`src/rtl/cfg_loader_pkg.sv`:
```
// Shared types and constants for the eFPGA configuration frame loader.
// CHECK exists only when CFG_LOADER_CHECKSUM_EN is defined.
package cfg_loader_pkg;

  typedef enum logic [2:0] {
    ST_IDLE,
    ST_HEADER,
    ST_DATA,
    ST_SETUP,
    ST_STROBE,
    ST_HOLD,
`ifdef CFG_LOADER_CHECKSUM_EN
    ST_CHECK,
`endif
    ST_ERR
  } state_e;

  localparam int HDR_COL_MSB   = 31;
  localparam int HDR_COL_LSB   = 24;
  localparam int HDR_START_MSB = 23;
  localparam int HDR_START_LSB = 16;
  localparam int HDR_CNT_MSB   = 15;
  localparam int HDR_CNT_LSB   = 0;

  localparam logic [15:0] END_MARKER_CNT = 16'd0;

  localparam logic [31:0] DEFAULT_SYNC_WORD = 32'hFAB0_FAB1;

endpackage

```
`src/rtl/frame_strobe_decoder.sv`:
```
// Frame pointer plus enable to a registered one-hot latch strobe.
// Out-of-range pointers produce no strobe.
module frame_strobe_decoder #(
  parameter int MAX_FRAMES = 20
) (
  input  logic                  clk,
  input  logic                  rst_n,
  input  logic [7:0]            ptr,
  input  logic                  en,
  output logic [MAX_FRAMES-1:0] frame_strobe
);

  logic [MAX_FRAMES-1:0] onehot;

  always_comb begin
    onehot = '0;
    if (en && (32'(ptr) < MAX_FRAMES))
      onehot = MAX_FRAMES'(1) << ptr;
  end

  always_ff @(posedge clk or negedge rst_n) begin
    if (!rst_n)
      frame_strobe <= '0;
    else
      frame_strobe <= onehot;
  end

endmodule

```
`src/rtl/cfg_frame_loader.sv`:
```
// eFPGA configuration frame loader: sync, column headers, frame strobes.
// Define CFG_LOADER_CHECKSUM_EN to add the trailing XOR checksum word.
module cfg_frame_loader
  import cfg_loader_pkg::*;
#(
  parameter int          NUM_COLUMNS   = 16,
  parameter int          MAX_FRAMES    = 20,
  parameter int          STROBE_CYCLES = 2,
  parameter logic [31:0] SYNC_WORD     = DEFAULT_SYNC_WORD
) (
  input  logic                   CLK,
  input  logic                   resetn,
  input  logic [31:0]            s_data,
  input  logic                   s_valid,
  output logic                   s_ready,
  output logic [31:0]            frame_data,
  output logic [NUM_COLUMNS-1:0] frame_col,
  output logic [MAX_FRAMES-1:0]  frame_strobe,
  output logic                   busy,
  output logic                   cfg_done,
  output logic                   cfg_err
);

  localparam int SCW =
    (STROBE_CYCLES > 1) ? $clog2(STROBE_CYCLES) : 1;
  localparam logic [SCW-1:0] SC_LAST = SCW'(STROBE_CYCLES - 1);

  state_e         state;
  logic           run_q;
  logic [7:0]     ptr_q;
  logic [15:0]    rem_q;
  logic [SCW-1:0] scnt_q;
`ifdef CFG_LOADER_CHECKSUM_EN
  logic [31:0]    acc_q;
`endif

  logic        fire;
  logic        is_sync;
  logic [7:0]  hdr_col;
  logic [7:0]  hdr_start;
  logic [15:0] hdr_cnt;
  logic [16:0] hdr_end;
  logic        hdr_bad;
  logic        strobe_en;

  assign s_ready = run_q &
    !(state inside {ST_SETUP, ST_STROBE, ST_HOLD});
  assign busy    = !(state inside {ST_IDLE, ST_ERR});
  assign fire    = s_valid & s_ready;
  assign is_sync = (s_data == SYNC_WORD);

  assign hdr_col   = s_data[HDR_COL_MSB:HDR_COL_LSB];
  assign hdr_start = s_data[HDR_START_MSB:HDR_START_LSB];
  assign hdr_cnt   = s_data[HDR_CNT_MSB:HDR_CNT_LSB];
  // 17 bits so start+count cannot wrap past the frame limit
  assign hdr_end   = 17'(hdr_start) + 17'(hdr_cnt);
  assign hdr_bad   = (32'(hdr_col) >= NUM_COLUMNS) ||
                     (32'(hdr_end) > MAX_FRAMES);

  // Strobe register follows this by one cycle, so it covers STROBE only
  assign strobe_en = (state == ST_SETUP) ||
                     ((state == ST_STROBE) && (scnt_q != SC_LAST));

  frame_strobe_decoder #(
    .MAX_FRAMES (MAX_FRAMES)
  ) u_dec (
    .clk          (CLK),
    .rst_n        (resetn),
    .ptr          (ptr_q),
    .en           (strobe_en),
    .frame_strobe (frame_strobe)
  );

  always_ff @(posedge CLK or negedge resetn) begin
    if (!resetn) begin
      state      <= ST_IDLE;
      run_q      <= 1'b0;
      ptr_q      <= '0;
      rem_q      <= '0;
      scnt_q     <= '0;
      frame_data <= '0;
      frame_col  <= '0;
      cfg_done   <= 1'b0;
      cfg_err    <= 1'b0;
`ifdef CFG_LOADER_CHECKSUM_EN
      acc_q      <= '0;
`endif
    end else begin
      run_q    <= 1'b1;
      cfg_done <= 1'b0;
      case (state)
        ST_IDLE, ST_ERR: begin
          if (fire && is_sync) begin
            state   <= ST_HEADER;
            cfg_err <= 1'b0;
`ifdef CFG_LOADER_CHECKSUM_EN
            acc_q   <= '0;
`endif
          end
        end
        ST_HEADER: begin
          if (fire) begin
`ifdef CFG_LOADER_CHECKSUM_EN
            acc_q <= acc_q ^ s_data;
`endif
            if (hdr_cnt == END_MARKER_CNT) begin
`ifdef CFG_LOADER_CHECKSUM_EN
              state     <= ST_CHECK;
`else
              state     <= ST_IDLE;
              frame_col <= '0;
              cfg_done  <= 1'b1;
`endif
            end else if (hdr_bad) begin
              state     <= ST_ERR;
              frame_col <= '0;
              cfg_err   <= 1'b1;
            end else begin
              state     <= ST_DATA;
              frame_col <= NUM_COLUMNS'(1) << hdr_col;
              ptr_q     <= hdr_start;
              rem_q     <= hdr_cnt;
            end
          end
        end
        ST_DATA: begin
          if (fire) begin
`ifdef CFG_LOADER_CHECKSUM_EN
            acc_q <= acc_q ^ s_data;
`endif
            frame_data <= s_data;
            state      <= ST_SETUP;
          end
        end
        ST_SETUP: begin
          scnt_q <= '0;
          state  <= ST_STROBE;
        end
        ST_STROBE: begin
          if (scnt_q == SC_LAST)
            state <= ST_HOLD;
          else
            scnt_q <= scnt_q + 1'b1;
        end
        ST_HOLD: begin
          ptr_q <= ptr_q + 8'd1;
          rem_q <= rem_q - 16'd1;
          state <= (rem_q == 16'd1) ? ST_HEADER : ST_DATA;
        end
`ifdef CFG_LOADER_CHECKSUM_EN
        ST_CHECK: begin
          if (fire) begin
            frame_col <= '0;
            if (s_data == acc_q) begin
              state    <= ST_IDLE;
              cfg_done <= 1'b1;
            end else begin
              state   <= ST_ERR;
              cfg_err <= 1'b1;
            end
          end
        end
`endif
        default: begin
          state     <= ST_IDLE;
          frame_col <= '0;
        end
      endcase
    end
  end

endmodule

```
`config.mk`:
```
export PLATFORM = sky130hd
export DESIGN_NAME = cfg_frame_loader
export DESIGN_NICKNAME = d
export VERILOG_FILES = /design/src/rtl/cfg_loader_pkg.sv /design/src/rtl/frame_strobe_decoder.sv /design/src/rtl/cfg_frame_loader.sv
export SDC_FILE = /design/constraint.sdc
export NUM_CORES = 1
export LEC_CHECK = 0
export ABC_AREA = 1
export ABC_CLOCK_PERIOD_IN_PS = 2850
export CAP_MARGIN = 10
export CORE_AREA = 2 2 152 154
export CTS_BUF_LIST = sky130_fd_sc_hd__clkbuf_16
export DETAILED_ROUTE_END_ITERATION = 10
export DIE_AREA = 0 0 154 156
export MAX_ROUTING_LAYER = met4
export PLACE_DENSITY = 0.52
export SLEW_MARGIN = 10
export SYNTH_ARGS = -nofsm -noshare
export SYNTH_HDL_FRONTEND = slang
export SYNTH_HIERARCHICAL = 1
export SYNTH_SLANG_ARGS = --single-unit
export TNS_END_PERCENT = 1
```
`constraint.sdc`:
```
create_clock -name CLK -period 2.85 [get_ports CLK]
set_input_delay 0.855 -clock CLK [delete_from_list [all_inputs] [get_ports CLK]]
set_output_delay 0.855 -clock CLK [all_outputs]
set_load 0.01 [all_outputs]
```
==> results of run 1 <==
==> power by group <==
| part | leakage [nW] | internal (W) | switching, W |
|---|---|---|---|
| clock network | 0.151 | 0.000679 | 0.000545 |
| registers | 1.30 | 0.00183 | 0.000414 |
| logic | 2.48 | 0.00115 | 0.00132 |
==> timing repair <==
item | 4_1_cts | 5_1_grt
setup endpoints to repair | 42 | 42
resized for setup | 35 | 29
gates cloned | 2 | 0
pin swaps | 15 | 13
==> final cells by class <==
| cell class | count | area [um2] |
|---|---|---|
| flip-flops and latches | 99 | 2477 |
| clock inverters | 7 | 70.07 |
| clock buffers | 9 | 225.2 |
| multi-input cells | 525 | 2786 |
| inverters | 100 | 375.4 |
| well taps | 285 | 356.6 |
| repair buffers | 178 | 1637 |
| fillers | 2359 | 14440 |
==> state kept, by name (all words and copies together) (netlist names), 3 cells and up <==
name and count:
frame_data 32, u_dec/frame_strobe 20, rem_q 16, frame_col 16, state 3, ptr_q 8
==> stage by stage <==
step                total power [W]  instances  setup TNS (ps)
floorplan                  0.003541        740               0
detailed placement         0.004699       1185          -24200
CTS                        0.005979       1203               0
global placement           0.004663       1185          -22390
finish                     0.005927       1203               0
global route               0.006418       1203          -10.77
==> placed cells by master (no fill, tap or decap), types with 12 or more instances in the layout <==
master	n
nand3_1	59
dfrtp_1	99
nor2_1	73
buf_4	68
clkdlybuf4s50_1	88
o21ai_0	56
nand4_1	21
nand3_2	12
inv_1	92
nand2_1	211
==> worst min-delay path: stages, from the launching register on <==
cell	delay, ps
dfrtp_1	340
nand2_1	50
nand2_1	60
==> metal layers <==
| metal | track usage | vias to the layer above | wire [um] |
|---|---|---|---|
| met1 | 0.1915 | 2470 | 7843 |
| met2 | 0.2266 | 133 | 7682 |
| met3 | 0.01833 | 23 | 632 |
| met5 | - | - | 0 |
| li1 | - | 2716 | - |
| met4 | 0.05207 | 0 | 326 |
==> logic make-up after synthesis <==
group | Yosys count | share of synthesized area
xor+xnor | 9 | 0.01430
mux | 5 | 0.01021
buf+inv | 117 | 0.08332
compound gates | 77 | 0.07310
simple gates | 420 | 0.3403
other cells | 1 | 0.0006804
flops | 99 | 0.4495
fa+ha+maj | 12 | 0.02860
==> worst paths after layout <==
check	endpoint	slack (ps)
min in group asynchronous	frame_col[1]	500
worst max-delay path	rem_q[8]	150
worst min-delay path	frame_col[7]	480
max in group asynchronous	ptr_q[6]	1620
worst max register to register	frame_col[13]	690
worst min register to register	frame_col[7]	480
==> run metrics, run 1 <==
run status finished clean; Post-Syn Area 5512 um2; crit path max fanout 6; hpwl dp 12600 um; fin area 7928 um2; Max Root-Sink Buffers 2; cell taking the most area after synthesis dfrtp_1; Worst Path Required 3080 ps; CTS sink count just under 100; CP Data Arrival Time 2930 ps; # Post-CTS Setup Buffers 0; largest net degree at the start of global routing 46; worst path bufs/invs 4; I/O Buffers around 110; initial DRC count 269; Final min period ~2700 ps; Ports roughly 110; leak pwr 3.927 nW; Gate Count Post-Synth between 700 and 800; Post-synth top cells nand2_1 (220), dfrtp_1 (99), inv_1 (91), nor2_1 (75), nand3_1 (67); CP max-delay cell ha_4; Max-cap violations 0; slew margin rel. 0.6133; Layout area overhead 43.84%; initial antenna violation count 0; post-synthesis net count 787; DRC 0; launching point of the worst reg2reg path state[2]; async set-reset flop share out of synthesis 1.000; via density per instance 4.441; synthesized flop and latch total 99; Crit path largest cell delay 330 ps; Hold Crit Class reg -> reg; Post-synth EDFFs 0; Antenna diodes 0; CTS tree yes; synthesized area per cell 7.448 um2; hold_sp frame_col[7]; CP top delay family simple AND/OR/NAND/NOR gates; Avg WL per Cell 13.70 um; critical path class in -> reg; remaining antenna violation count 0; level count of the clock H-tree 3; max-slew violations 0; first drt pass iteration count 4; final setup fails 0; Routed WL 16480 um; top cell type's share of synthesized area 0.4495; nets 960; clk slew on worst S/H paths 60 ps; register area share after synthesis 0.4495; CTS root buf clkbuf_16; Vias 5342; synth unique cells 40; Final Util 0.3545; count leader, synth nand2_1; warnings from Yosys 6; maximum VDD drop 0.3102 mV; die area 24020 um2; Num CTS Buffers 9; Tcrit/Tclk final 0.9460; Crit path depth 16; crit-path cells dlygate4sd2_1, ha_4, nand2_2, buf_4, o21a_1, o21ai_1, nand3_1, nand2_1, nand2_1, inv_1, nand3_2, nor2_4, nand3_4, buf_4, nand3_1, nand2_1; Hold Slack about 480 ps; crit end category flip-flop; CTS hold repair buffers 0; Tot GR Track Use 0.1441; Hold Path Cell Cnt 2; CP Launch Type primary input; Worst-Margin Slew 580.0 ps; vias in the first global route between 5000 and 6000; Setup WS pre-CTS -632.3 ps; most used cell, CP nand2_1; layout cell share with drive strength beyond 1 0.1721; worst setup margin ~150 ps; Fmax 0.3709 GHz; Congestion Overflow GR 0; Initial Utilization 0.2464; Synth area leaders dfrtp_1 (45%), nand2_1 (15%), inv_1 (6.2%); main flop type after synthesis dfrtp_1; clock latency on the worst-skew pair 350 ps; die height 156 um; Worst setup startpoint s_data[2]; Post-DP Area 7391 um2; Layout Skew 11.01 ps; # rows between 50 and 60; Pwr per Cell Area ~750 nW/um2; GP Congestion approximately 0.84; first-pass GRT wire length roughly 27000 um; final hold vios 0; Die X between 150 and 200 um; core area 22370 um2; Worst R2R Path Depth 13
No activity file was read; power rests on OpenSTA's default activity.
==> run 2, diff against run 1 <==
- CORE_AREA: 2 2 152 154 -> 2 2 160 146
- DIE_AREA: 0 0 154 156 -> 0 0 162 148
- SLEW_MARGIN: 10 -> not set
==> run 2 against run 1 <==
Compared with the run above: combinational power about the same; global-route usage down 0.14 points; clock skew decreased by 5.3 ps; flip-flop and latch count did not move; critical path type unchanged; largest cell class unchanged.
==> run metrics, run 2 (synthesized netlist as in run 1, its figures left out) <==
CP top delay family simple AND/OR/NAND/NOR gates; initial DRC count 261 (-3.0%); crit path max fanout 8 (+2); CTS tree yes; Ports 107 (unchanged); leak pwr 3.887 nW (-1.0%); FILL cells 2353 (-0.25%); Final Util 0.3561 (+0.001588); crit end category flip-flop; vias in the first global route 5006 (-4.4%); initial antenna violation count 0 (unchanged); first drt pass iteration count 5 (+1); Worst Path Required 3100 ps (+20 ps); Vias 5271 (-1.3%); GP Congestion 0.8769 (+4.1%); hpwl dp 12530 um (-0.52%); first-pass GRT wire length 26120 um (-2.4%); Worst-Margin Slew 508.1 ps (-71.90 ps); RSZ-0062 raised after global routing true; final hold vios 0 (unchanged); layout cell share with drive strength beyond 1 0.1721 (about the same); Setup WS pre-CTS -630.9 ps (+1.408 ps); level count of the clock H-tree 3 (unchanged); largest net degree at the start of global routing 47 (+2.2%); Die X 162 um (+5.2%); I/O Buffers 106 (unchanged); via density per instance 4.360 (-1.8%); Avg WL per Cell 13.47 um (-1.7%); die height 148 um (-5.1%); DRC 0 (unchanged); CP Launch Type primary input; Layout Skew 5.706 ps (-5.300 ps); CTS root buf clkbuf_16; nets 954 (-0.63%); commonest non-fill, non-tap cells in the layout nand2_1 (210), dfrtp_1 (99), inv_1 (91); Max Root-Sink Buffers 2 (unchanged); die area 23980 um2 (-0.20%); Tcrit/Tclk final 0.9446 (-0.001383); final setup fails 0 (unchanged); maximum VDD drop 0.2829 mV (-8.8%); CP Data Arrival Time 2950 ps (+20 ps); Num CTS Buffers 9 (unchanged); remaining antenna violation count 0 (unchanged); clock latency on the worst-skew pair 350 ps (about the same); Pwr per Cell Area 746.7 nW/um2 (-0.13%); Routed WL 16280 um (-1.2%); Hold Crit Class in -> async; CTS hold repair buffers 0 (unchanged); critical path class in -> reg; max-slew violations 0 (unchanged); Final min period 2692 ps (-3.941 ps); Crit path largest cell delay 270 ps (-60 ps); run status finished clean; Max-cap violations 0 (unchanged); Largest regs frame_data: 32 flops, u_dec/frame_strobe: 20 flops; Tot GR Track Use 0.1427 (-0.001411); core area 22250 um2 (-0.51%); Layout area overhead 43.75% (about the same); Fmax 0.3715 GHz (+0.15%); Congestion Overflow GR 0 (unchanged); Largest register FFs 32 (unchanged); crit-path cells dlygate4sd2_1, buf_4, ha_1, a21oi_1, nand2_2, nand2_1, nand2_1, nand2_1, nand2_1, nor2_1, nand3_2, nor2_4, nand3_4, buf_8, nand3_2, nand2_1; setup tns final 0 ps (unchanged); most common cell after layout, fill and taps aside nand2_1; clk slew on worst S/H paths 70 ps (about the same); CTS sink count 99 (unchanged); most used cell, CP nand2_1; Largest Register frame_data; CP max-delay cell dlygate4sd2_1; # rows 52 (-5.5%); Initial Utilization 0.2477 (+0.001261); worst setup margin 157.9 ps (+3.941 ps); slew margin rel. 0.6613 (+0.04794); worst path bufs/invs 3 (-1); Antenna diodes 0 (unchanged)
[run 2: layout make-up]
| class | count | area, um2 | area share |
|---|---|---|---|
| Multi-Input combinational cell | 524 | 2785 | 0.3515 |
| Clock inverter | 7 | 67.56 | 0.008528 |
| Inverter | 100 | 375.4 | 0.04738 |
| Clock buffer | 9 | 225.2 | 0.02843 |
| Sequential cell | 99 | 2477 | 0.3127 |
| Tap cell | 297 | 371.6 | 0.04690 |
| Timing Repair Buffer | 173 | 1620 | 0.2045 |
[run 2: power by group]
group,total [W],switching (W),internal (W)
clock network,0.00122,0.000599,0.000619
registers,0.00223,0.000404,0.00182
logic,0.00247,0.00132,0.00115
total,0.00592,0.00232,0.00360
[run 2: through the flow]
step           instance area [um2]  hold slack (ps)  total power, W  instances
5_1_grt                       7923            485.8        0.006433       1209
3_3_place_gp                  7393            468.7        0.004650       1192
2_1_floorplan                 5512            485.2        0.003541        740
4_1_cts                       7767            470.6        0.005946       1209
6_report                      7923            466.2        0.005916       1209
3_5_place_dp                  7393            472.0        0.004670       1192
[run 2: path summary, 6_finish.rpt]
path	start	depth (start not counted)	to	slack, ps
worst max register to register	state[2]	13	frame_col[9]	730
worst max-delay path	s_data[1]	16	ptr_q[6]	160
worst min register to register	frame_col[2]	2	frame_col[2]	480
min in group CLK	frame_col[2]	2	frame_col[2]	480
max in group asynchronous	resetn	2	frame_col[5]	1820
worst min-delay path	resetn	1	u_dec/frame_strobe[17]	470
[run 2: per-layer routing]
| layer | track usage | share of wire | vias up |
|---|---|---|---|
| met5 | - | 0 | - |
| met4 | 0.03142 | 0.013 | 0 |
| met3 | 0.03507 | 0.050 | 16 |
| met2 | 0.2181 | 0.45 | 113 |
| met1 | 0.1920 | 0.48 | 2440 |
| li1 | - | - | 2702 |
[run 2: timing repair]
| item | in CTS | in global routing |
|---|---|---|
| setup buffers | 1 | 0 |
| pin swaps | 11 | 13 |
| resized for setup | 23 | 44 |
| setup endpoints to repair | 42 | 43 |
==> run 3, diff against run 2 <==
--- a/config.mk
+++ b/config.mk
@@ -12,2 +12,3 @@
 export CTS_BUF_LIST = sky130_fd_sc_hd__clkbuf_16
+export CTS_CLUSTER_DIAMETER = 80
 export DETAILED_ROUTE_END_ITERATION = 10
@@ -16,2 +17,3 @@
 export PLACE_DENSITY = 0.52
+export SKIP_LAST_GASP = 1
 export SYNTH_ARGS = -nofsm -noshare
==> constraint.sdc (replaced) <==
create_clock -name CLK -period 2.85 [get_ports CLK]
set_input_delay 0.57 -clock CLK [delete_from_list [all_inputs] [get_ports CLK]]
set_output_delay 0.57 -clock CLK [all_outputs]
set_load 0.01 [all_outputs]
==> run 3 against run 2 <==
Compared with the run above: via count decreased by 0.57%; clock power about the same; flip-flop and latch count unchanged; power decreased by 1.6%; clock skew increased by 4.2 ps; critical path depth unchanged; maximum frequency increased by 0.28%; largest power group unchanged; routed wire length decreased by 1.0%; non-clock buffer count decreased by 22; largest cell class unchanged; count of clock-buffer cells in the layout unchanged.
==> run metrics, run 3 (synthesized netlist as in run 1, its figures left out) <==
hpwl dp 12650 um (+0.93%); Initial Utilization 0.2477 (unchanged); GP Congestion 0.8960 (+2.2%); clk slew on worst S/H paths 80 ps (about the same); final setup fails 0 (unchanged); remaining antenna violation count 0 (unchanged); CTS sink count 99 (unchanged); FILL cells 2410 (+2.4%); clock latency on the worst-skew pair 360 ps (about the same); CTS tree yes; layout cell share with drive strength beyond 1 0.1180 (-0.05417); final hold vios 0 (unchanged); # rows 52 (unchanged); Pwr per Cell Area 768.3 nW/um2 (+2.9%); CP Launch Type primary input; initial DRC count 367 (+41%); Avg WL per Cell 13.58 um (+0.79%); Crit path largest cell delay 460 ps (+190 ps); Worst R2R Path Depth 8 (-5); most common cell after layout, fill and taps aside nand2_1; Routed WL 16110 um (-1.0%); CTS root buf clkbuf_16; crit path max fanout 8 (unchanged); fin area 7577 um2 (-4.4%); Post-DP Area 7223 um2 (-2.3%); Power, Total 0.005821 W (-1.6%); via density per instance 4.415 (+1.3%); initial antenna violation count 0 (unchanged); Tot GR Track Use 0.1443 (+0.001576); Setup WS pre-CTS -281.1 ps (+349.8 ps); most used cell, CP nand2_1; I/O Buffers 106 (unchanged); Largest Register frame_data; crit end category flip-flop; flop2flop setup slack 750 ps (+20 ps); CP max-delay cell clkdlybuf4s50_1; Max Root-Sink Buffers 2 (unchanged); Placed Instances 1171 (-1.8%); Final Util 0.3405 (-0.01552); die height 148 um (unchanged); CTS hold repair buffers 0 (unchanged); first-pass GRT wire length 26480 um (+1.4%); DRC 0 (unchanged); worst setup margin 165.4 ps (+7.481 ps); Largest regs frame_data: 32 flops, u_dec/frame_strobe: 20 flops; Layout area overhead 37.48%; commonest non-fill, non-tap cells in the layout nand2_1 (218), clkdlybuf4s50_1 (103), dfrtp_1 (99); Max-cap violations 0 (unchanged); maximum VDD drop 0.2819 mV (-0.37%); Final min period 2685 ps (-7.481 ps); Ports 107 (unchanged); Finished Layout Cells 1187 (-1.8%); Vias 5241 (-0.57%); Largest register FFs 32 (unchanged); crit-path cells clkdlybuf4s50_1, ha_2, nand2_1, nand3_1, nand2_1, buf_4, xnor2_1, nand2_1, nand2_1, inv_1, nand3_2, nor2_4, nand3_4, buf_6, nand3_1, nand2_1; die area 23980 um2 (unchanged); critical path class in -> reg; nets 932 (-2.3%); Hold Crit Class in -> async; largest net degree at the start of global routing 38 (-19%); Tcrit/Tclk final 0.9420 (-0.002625); leak pwr 3.681 nW (-5.3%); core area 22250 um2 (unchanged); CP Data Arrival Time 2940 ps (about the same); Die X 162 um (unchanged); first drt pass iteration count 5 (unchanged); Congestion Overflow GR 0 (unchanged); slew margin rel. 0.5957 (-0.06555); Worst-Margin Slew 604.3 ps (+96.19 ps); run status finished clean; Layout Skew 9.951 ps (+4.245 ps); Fmax 0.3725 GHz (+0.28%); Worst Path Required 3100 ps (about the same); Num CTS Buffers 9 (unchanged); level count of the clock H-tree 3 (unchanged); max-slew violations 0 (unchanged); # Post-CTS Setup Buffers 0 (-1); vias in the first global route 5094 (+1.8%); RSZ-0062 raised after global routing false; Antenna diodes 0 (unchanged)
-- run 3: critical path, delay by kind of cell --
kind | cells | cell delay, ps
buffers and inverters | 4 | 850
xor gates and xnor gates | 1 | 110
and+or+nand+nor | 10 | 970
adders and majority gates | 1 | 420
-- run 3: repair_timing --
item	in CTS	in global routing
endpoints found under the hold margin	0	0
gates resized for setup	0	16
endpoints found under the setup margin	0	41
-- run 3: metrics by stage --
step / hold WS (ps) / TNS, ps
floorplan: 274.4 / 0
global placement: 467.7 / -8678
detailed placement: 471.9 / -9701
CTS: 187.7 / 0
global route: 207.1 / 0
finish: 166.1 / 0
-- run 3: where the power goes --
group	total, W	internal [W]	switching, W
combinational	0.00236	0.00107	0.00129
sequential	0.00222	0.00182	0.000395
clock	0.00124	0.000624	0.000616
-- run 3: metal layers --
layer,wire (um),vias up,track usage
li1,-,2659,-
met1,7914,2431,0.1961
met2,7196,128,0.2179
met3,687,23,0.02722
met4,316,0,0.04513
met5,0,-,-
-- run 3: worst paths after layout --
path / from / endpoint
setup / recovery: s_data[18] / ptr_q[2]
min in group CLK: frame_data[9] / frame_data[9]
hold reg to reg: frame_data[9] / frame_data[9]
hold / removal: resetn / u_dec/frame_strobe[11]
setup reg to reg: state[2] / frame_data[21]
max in group asynchronous: resetn / run_q
-- run 3: final cells by class --
class / count / area [um2] / share of cell area
Clock buffer: 9 / 225.2 / 0.02972
Clock inverter: 7 / 73.82 / 0.009742
Inverter: 100 / 375.4 / 0.04954
Multi-Input combinational cell: 524 / 2616 / 0.3453
Sequential cell: 99 / 2477 / 0.3269
Tap cell: 297 / 371.6 / 0.04904
Timing Repair Buffer: 151 / 1438 / 0.1897
